## config.mk

```make
export PLATFORM = sky130hd
export DESIGN_NAME = exe_stage_unit
export DESIGN_NICKNAME = d
export VERILOG_FILES = /design/src/rtl/exe_stage_unit_pkg.sv /design/src/rtl/exe_stage_unit_val2_gen.sv /design/src/rtl/exe_stage_unit.sv
export SDC_FILE = /design/constraint.sdc
export NUM_CORES = 1
export LEC_CHECK = 0
export ABC_AREA = 1
export CELL_PAD_IN_SITES_DETAIL_PLACEMENT = 1
export CELL_PAD_IN_SITES_GLOBAL_PLACEMENT = 2
export CORE_MARGIN = 3
export CORE_UTILIZATION = 27
export CTS_BUF_LIST = sky130_fd_sc_hd__clkbuf_16
export DETAILED_ROUTE_END_ITERATION = 10
export PLACE_DENSITY_LB_ADDON = 0.1
export REMOVE_ABC_BUFFERS = 1
export SYNTH_ARGS = -nofsm -noshare
export SYNTH_HDL_FRONTEND = slang
export SYNTH_HIERARCHICAL = 1
export SYNTH_SLANG_ARGS = --single-unit
```

## constraint.sdc

```tcl
create_clock -name clk -period 5.2 [get_ports clk]
set_input_delay 0.52 -clock clk [delete_from_list [all_inputs] [get_ports clk]]
set_output_delay 0.52 -clock clk [all_outputs]
set_load 0.01 [all_outputs]
```

## src/rtl/exe_stage_unit_pkg.sv

```systemverilog
// Shared constants and helpers for the execute stage: ALU commands, shift types,
// forwarding selects.
package exe_stage_unit_pkg;

    localparam int unsigned DATA_W = 32;
    localparam int unsigned REG_W  = 4;

    localparam logic [3:0] EXE_MOV = 4'b0001;
    localparam logic [3:0] EXE_MVN = 4'b1001;
    localparam logic [3:0] EXE_ADD = 4'b0010;
    localparam logic [3:0] EXE_ADC = 4'b0011;
    localparam logic [3:0] EXE_SUB = 4'b0100;
    localparam logic [3:0] EXE_SBC = 4'b0101;
    localparam logic [3:0] EXE_AND = 4'b0110;
    localparam logic [3:0] EXE_ORR = 4'b0111;
    localparam logic [3:0] EXE_EOR = 4'b1000;

    localparam logic [1:0] LSL = 2'b00;
    localparam logic [1:0] LSR = 2'b01;
    localparam logic [1:0] ASR = 2'b10;
    localparam logic [1:0] ROR = 2'b11;

    localparam logic [1:0] FWD_IDEX = 2'b00;
    localparam logic [1:0] FWD_MEM  = 2'b01;
    localparam logic [1:0] FWD_WB   = 2'b10;

    function automatic logic [DATA_W-1:0] ror32(input logic [DATA_W-1:0] v, input logic [4:0] n);
        return (n == 5'd0) ? v : ((v >> n) | (v << (6'd32 - {1'b0, n})));
    endfunction

    // The reserved select 11 falls back to the ID/EX value.
    function automatic logic [DATA_W-1:0] fwd_mux(input logic [1:0] sel,
                                                  input logic [DATA_W-1:0] idex_val,
                                                  input logic [DATA_W-1:0] mem_val,
                                                  input logic [DATA_W-1:0] wb_val);
        case (sel)
            FWD_MEM: return mem_val;
            FWD_WB:  return wb_val;
            default: return idex_val;
        endcase
    endfunction

endpackage

```

## src/rtl/exe_stage_unit_val2_gen.sv

```systemverilog
// Second-operand generator: rotated immediate, memory offset, or immediate-shifted register.
module val2_gen
    import exe_stage_unit_pkg::*;
(
    input  logic [DATA_W-1:0] m,
    input  logic              imm,
    input  logic [11:0]       shift_operand,
    input  logic              mem_en,
    output logic [DATA_W-1:0] val2
);

    logic [4:0] shamt;

    always_comb begin
        shamt = shift_operand[11:7];
        val2  = m;
        if (imm) begin
            val2 = ror32(DATA_W'(shift_operand[7:0]), {shift_operand[11:8], 1'b0});
        end else if (mem_en) begin
            val2 = DATA_W'(shift_operand);
        end else if (shamt != 5'd0) begin
            case (shift_operand[6:5])
                LSL:     val2 = m << shamt;
                LSR:     val2 = m >> shamt;
                ASR:     val2 = DATA_W'($signed(m) >>> shamt);
                default: val2 = ror32(m, shamt);
            endcase
        end
    end

endmodule

```

## src/rtl/exe_stage_unit.sv

```systemverilog
// Execute stage: operand forwarding, ALU with NZCV flags, branch target,
// and the EX/MEM pipeline register.
module exe_stage_unit
    import exe_stage_unit_pkg::*;
(
    input  logic              clk,
    input  logic              rst,
    input  logic              freeze,
    input  logic              wb_en_in,
    input  logic              mem_r_en_in,
    input  logic              mem_w_en_in,
    input  logic              b_in,
    input  logic              s_in,
    input  logic [3:0]        exe_cmd_in,
    input  logic [DATA_W-1:0] val_rn_in,
    input  logic [DATA_W-1:0] val_rm_in,
    input  logic              imm_in,
    input  logic [11:0]       shift_operand_in,
    input  logic [23:0]       signed_imm_24_in,
    input  logic [REG_W-1:0]  dest_in,
    input  logic [DATA_W-1:0] pc_in,
    input  logic [1:0]        sel_src1,
    input  logic [1:0]        sel_src2,
    input  logic [DATA_W-1:0] mem_fwd_val,
    input  logic [DATA_W-1:0] wb_fwd_val,
    output logic              branch_taken,
    output logic [DATA_W-1:0] branch_addr,
    output logic [3:0]        status,
    output logic              wb_en,
    output logic              mem_r_en,
    output logic              mem_w_en,
    output logic [DATA_W-1:0] alu_res,
    output logic [DATA_W-1:0] st_val,
    output logic [REG_W-1:0]  dest
);

    logic [DATA_W-1:0] op_a;
    logic [DATA_W-1:0] op_m;
    logic [DATA_W-1:0] val2;
    logic [DATA_W-1:0] result;
    logic [DATA_W:0]   sum;
    logic              is_sub;
    logic              cin;
    logic              c_new;
    logic              v_new;
    logic              mem_en;

    assign op_a   = fwd_mux(sel_src1, val_rn_in, mem_fwd_val, wb_fwd_val);
    assign op_m   = fwd_mux(sel_src2, val_rm_in, mem_fwd_val, wb_fwd_val);
    assign mem_en = mem_r_en_in | mem_w_en_in;

    val2_gen u_val2_gen (
        .m             (op_m),
        .imm           (imm_in),
        .shift_operand (shift_operand_in),
        .mem_en        (mem_en),
        .val2          (val2)
    );

    // Shared 33-bit adder; subtraction is A + ~val2 + cin so carry out is NOT borrow.
    always_comb begin
        is_sub = (exe_cmd_in == EXE_SUB) || (exe_cmd_in == EXE_SBC);
        cin    = 1'b0;
        case (exe_cmd_in)
            EXE_ADC, EXE_SBC: cin = status[1];
            EXE_SUB:          cin = 1'b1;
            default:          cin = 1'b0;
        endcase
        sum = {1'b0, op_a} + {1'b0, (is_sub ? ~val2 : val2)} + {{DATA_W{1'b0}}, cin};
    end

    always_comb begin
        result = '0;
        c_new  = status[1];
        v_new  = status[0];
        case (exe_cmd_in)
            EXE_MOV: result = val2;
            EXE_MVN: result = ~val2;
            EXE_AND: result = op_a & val2;
            EXE_ORR: result = op_a | val2;
            EXE_EOR: result = op_a ^ val2;
            EXE_ADD, EXE_ADC: begin
                result = sum[DATA_W-1:0];
                c_new  = sum[DATA_W];
                v_new  = (op_a[31] == val2[31]) && (result[31] != op_a[31]);
            end
            EXE_SUB, EXE_SBC: begin
                result = sum[DATA_W-1:0];
                c_new  = sum[DATA_W];
                v_new  = (op_a[31] != val2[31]) && (result[31] != op_a[31]);
            end
            default: result = '0;
        endcase
    end

    assign branch_taken = b_in;
    assign branch_addr  = pc_in + {{6{signed_imm_24_in[23]}}, signed_imm_24_in, 2'b00};

    // EX/MEM register; dest resets to 4'hF so no hazard or forward can match it.
    always_ff @(posedge clk) begin
        if (rst) begin
            wb_en    <= 1'b0;
            mem_r_en <= 1'b0;
            mem_w_en <= 1'b0;
            alu_res  <= '0;
            st_val   <= '0;
            dest     <= 4'hF;
            status   <= 4'b0000;
        end else if (!freeze) begin
            wb_en    <= wb_en_in;
            mem_r_en <= mem_r_en_in;
            mem_w_en <= mem_w_en_in;
            alu_res  <= result;
            st_val   <= op_m;
            dest     <= dest_in;
            if (s_in) begin
                status <= {result[31], (result == '0), c_new, v_new};
            end
        end
    end

endmodule

```

==> results.sh <==
export IMPL_crit_path_max_incr_delay_ns=0.38
export IMPL_drtIter0Drc=1789
export IMPL_synth_compound_area_share_pct=19.89
export IMPL_critPathArrivalTime_ns=5.46
export IMPL_ys_ff_latch=75
export IMPL_r2r_end="status[2]$_SDFFE_PP0P_"
export IMPL_crit_path_start_kind="input port"
export IMPL_synth_adder_area_share_pct=9.810
export IMPL_synth_simple_area_share_pct=46.49
export IMPL_internal_power_mw=2.970
export IMPL_p_leak_nw=14.04
export IMPL_critPathLaunch="sel_src2[0]"
export IMPL_switching_share_pct=49.53
export IMPL_worst_pin_slew_ns=1.245
export IMPL_cts_inserted_buffers=9
export IMPL_grt_pass1_wl_um=179600
export IMPL_dieWidth_um=260.2
export IMPL_num_vias=26940
export IMPL_avgViaCountPerCell=5.395
export IMPL_hold_path_class="reg2reg"
export IMPL_grt_max_degree=63
export IMPL_core_um2=63540
export IMPL_postSynth_asyncResetShare_pct=0
export IMPL_vdd_drop_max_mv=0.1679
export IMPL_drive_above_1_share_pct=27.33
export IMPL_wl_um=126400
export IMPL_final_nets=4492
export IMPL_rsz0062_at_grt="true"
export IMPL_max_slew_margin_rel_pct=16.47
export IMPL_pwr_share_clk_pct=12.6
export IMPL_synth_edff_count=0
export IMPL_fill_cells=8511
export IMPL_crit_fanout=7
export IMPL_clkSinkCount=75
export IMPL_synth_flop_cell="dfxtp_1"
export IMPL_final_area_um2=28320
export IMPL_placed_area_um2=26170
export IMPL_hold_viol=0
export IMPL_gp_congestion=1.044
export IMPL_synth_distinct_cells=59
export IMPL_status="completed"
export IMPL_min_to="status[0]$_SDFFE_PP0P_"
export IMPL_holdPathStages=2
export IMPL_netlist_area_um2=17450
export IMPL_wire_per_inst_um=25.32
export IMPL_drcViolationCount=0
export IMPL_crit_path_end_kind="register"
export IMPL_antenna_found_initial=0
export IMPL_clk_latency_ns=0.38
export IMPL_setup_viol=0
export IMPL_cts_tree="built"
export IMPL_num_io_pins=325
export IMPL_pwr_share_seq_pct=11.0
export IMPL_cts_clk_slew_worst_paths_ns=0.08
export IMPL_worst_clock_skew_ns=0.008596
export IMPL_ctsHoldBuffers=0
export IMPL_row_count=92
export IMPL_place_inst=4924
export IMPL_synth_top_family_by_area="simple AND/OR/NAND/NOR gates"
export IMPL_crit_type="in2reg"
export IMPL_initial_core_util_pct=27.46
export IMPL_root_buffer="clkbuf_16"
export IMPL_ant_nets=0
export IMPL_ys_top_cells_by_area="nand2_1, nand3_1, ha_1, dfxtp_1, nor2_1"
export IMPL_synth_top_area_share_pct=20.01
export IMPL_fin_crit_sh_pct=98.90
export IMPL_max_cap_viol_count=0
export IMPL_die_area_um2=67710
export IMPL_grt_pass1_vias=27980
export IMPL_synth_xor_area_share_pct=3.270
export IMPL_yosys_mux_area_fraction_pct=0.1147
export IMPL_fin_crit_ns=5.143
export IMPL_pwr_density_cell_nw_per_um2=207.8
export IMPL_worstHoldStart="status[0]$_SDFFE_PP0P_"
export IMPL_firstDrtPassIters=6
export IMPL_slowest_stage="ha_4"
export IMPL_cts_buffer_depth=2
export IMPL_port_buffers=318
export IMPL_hpwl_um=104600
export IMPL_syn_area_per_cell_um2=5.364
export IMPL_rrSetupSlack_ns=2.08
export IMPL_die_h_um=260.2
export IMPL_fmax_mhz=194.5
export IMPL_share_comb_of_total_power_pct=76.4
export IMPL_grt_overflow=0
export IMPL_synth_top_area_cell="nand2_1"
export IMPL_ys_seq_area_share_pct=8.605
export IMPL_ys_warn_count=6
export IMPL_hold_slack_ns=0.4874
export IMPL_p_sw_mw=2.915
export IMPL_finalPower_mw=5.885
export IMPL_reg2reg_depth=17
export IMPL_timing_rr_start="status[1]$_SDFFE_PP0P_"
export IMPL_area_delta_synth_final_pct=62.32
export IMPL_layoutNonFillerInstCount=4994
export IMPL_drv_slew=0
export IMPL_htreeDepth=3
export IMPL_grt_usage_pct=35.52
export IMPL_synth_cells=3253
export IMPL_worst_endpoint_required_ns=5.52
export IMPL_crit_top_cell="nand2_1"
-- placed cells by master (no fill, tap or decap), drive strengths merged, types with 75 or more instances in the layout --
master and count:
nand2 962, buf 724, nand3 427, nor2 410
inv 328, clkdlybuf4s50 311, o21ai 240, a21oi 178
ha 132, dfxtp 75
-- worst max-delay path, delay by kind of cell --
kind                       cells  cell delay, ns
and+or+nand+nor               25            2.38
buffers and inverters         12            1.27
adders and majority gates      2            0.65
AOI/OAI and AO/OA              3            0.44
xor gates and xnor gates       1            0.18
-- layout make-up --
type | instances | area, um^2 | share of cell area (%)
flip-flops and latches | 75 | 1501 | 5.302
clock inverters | 7 | 92.59 | 0.3269
well taps | 846 | 1059 | 3.738
multi-input cells | 2684 | 15220 | 53.75
inverters | 330 | 1257 | 4.440
clock buffers | 9 | 225.2 | 0.7952
diodes | 3 | 7.507 | 0.02651
repair buffers | 1040 | 8956 | 31.62
-- synth_stat cells (all sizes together), types with 2 or more instances --
cell type,number
nand2,962
nand3,427
nor2,410
inv,328
o21ai,240
a21oi,178
ha,132
buf,87
clkbuf,77
dfxtp,75
o211ai,60
xor2,55
a221o,32
nor3,27
nand3b,23
a211oi,20
nand4,16
o22ai,13
or2,13
a22oi,10
and2,10
a31oi,9
xnor2,8
nor4,6
a21boi,5
o21bai,5
o21a,4
fa,3
o221ai,3
a21o,2
a32oi,2
clkinv,2
mux2i,2
o31ai,2
-- worst max path at each step --
| stage | end | slack, ns | cells after the start |
|---|---|---|---|
| floorplan | status[2]$_SDFFE_PP0P_ | -0.03 | 34 |
| global route | status[2]$_SDFFE_PP0P_ | -0.20 | 42 |
| CTS | status[2]$_SDFFE_PP0P_ | 0.0007 | 35 |
| detailed placement | status[2]$_SDFFE_PP0P_ | -1.59 | 41 |
| global placement | status[2]$_SDFFE_PP0P_ | -1.51 | 40 |
| finish | status[2]$_SDFFE_PP0P_ | 0.06 | 43 |
-- per-stage QoR --
| stage | worst slack [ns] | setup TNS (ns) | util, % |
|---|---|---|---|
| detailed placement | -1.585 | -39.99 | 41.19 |
| global placement | -1.508 | -36.55 | 41.19 |
| floorplan | -0.03173 | -0.03173 | - |
| finish | 0.05730 | 0 | 44.57 |
| global route | -0.1996 | -0.6766 | 44.56 |
| CTS | 0.0007074 | 0 | 42.95 |
-- layer usage --
| layer | track usage, % | part of all wire, % |
|---|---|---|
| met1 | 42.04 | 40 |
| met2 | 62.11 | 49 |
| met3 | 3.603 | 4.1 |
| met4 | 20.75 | 6.8 |
| met5 | 0 | 0 |
-- timing repair --
action | in CTS | in global routing
buffers inserted | 23 | 26
hold endpoints to repair | 0 | 0
pin swaps | 50 | 89
resized for setup | 174 | 218
setup endpoints to repair | 35 | 27
cloned | 1 | 1
-- cell families (layout without fill, tap and decap cells) --
family,Yosys count,after routing
adder cells (fa/ha/maj),135,135
XOR/XNOR,63,63
multiplexers,2,2
flip-flops,75,75
other,0,3
buffers and inverters,494,1386
AND/OR/NAND/NOR,1894,1894
AO/OA/AOI/OAI,590,590
-- flip-flops by register name, summed over array words and instances, names as in the netlist --
register and count:
alu_res 32, dest 4, mem_r_en 1, mem_w_en 1, st_val 32, status 4
wb_en 1
-- power groups by stage --
| stage | logic, mW | registers [mW] | clock network [mW] |
|---|---|---|---|
| 6_report | 4.50 | 0.648 | 0.739 |
| 5_1_grt | 4.79 | 0.653 | 0.768 |
| 4_1_cts | 4.18 | 0.648 | 0.756 |
| 3_5_place_dp | 3.99 | 0.661 | 0 |
| 3_3_place_gp | 3.91 | 0.658 | 0 |
| 2_1_floorplan | 1.67 | 0.679 | 0 |
Note: power is estimated with default switching activity, not from simulation.
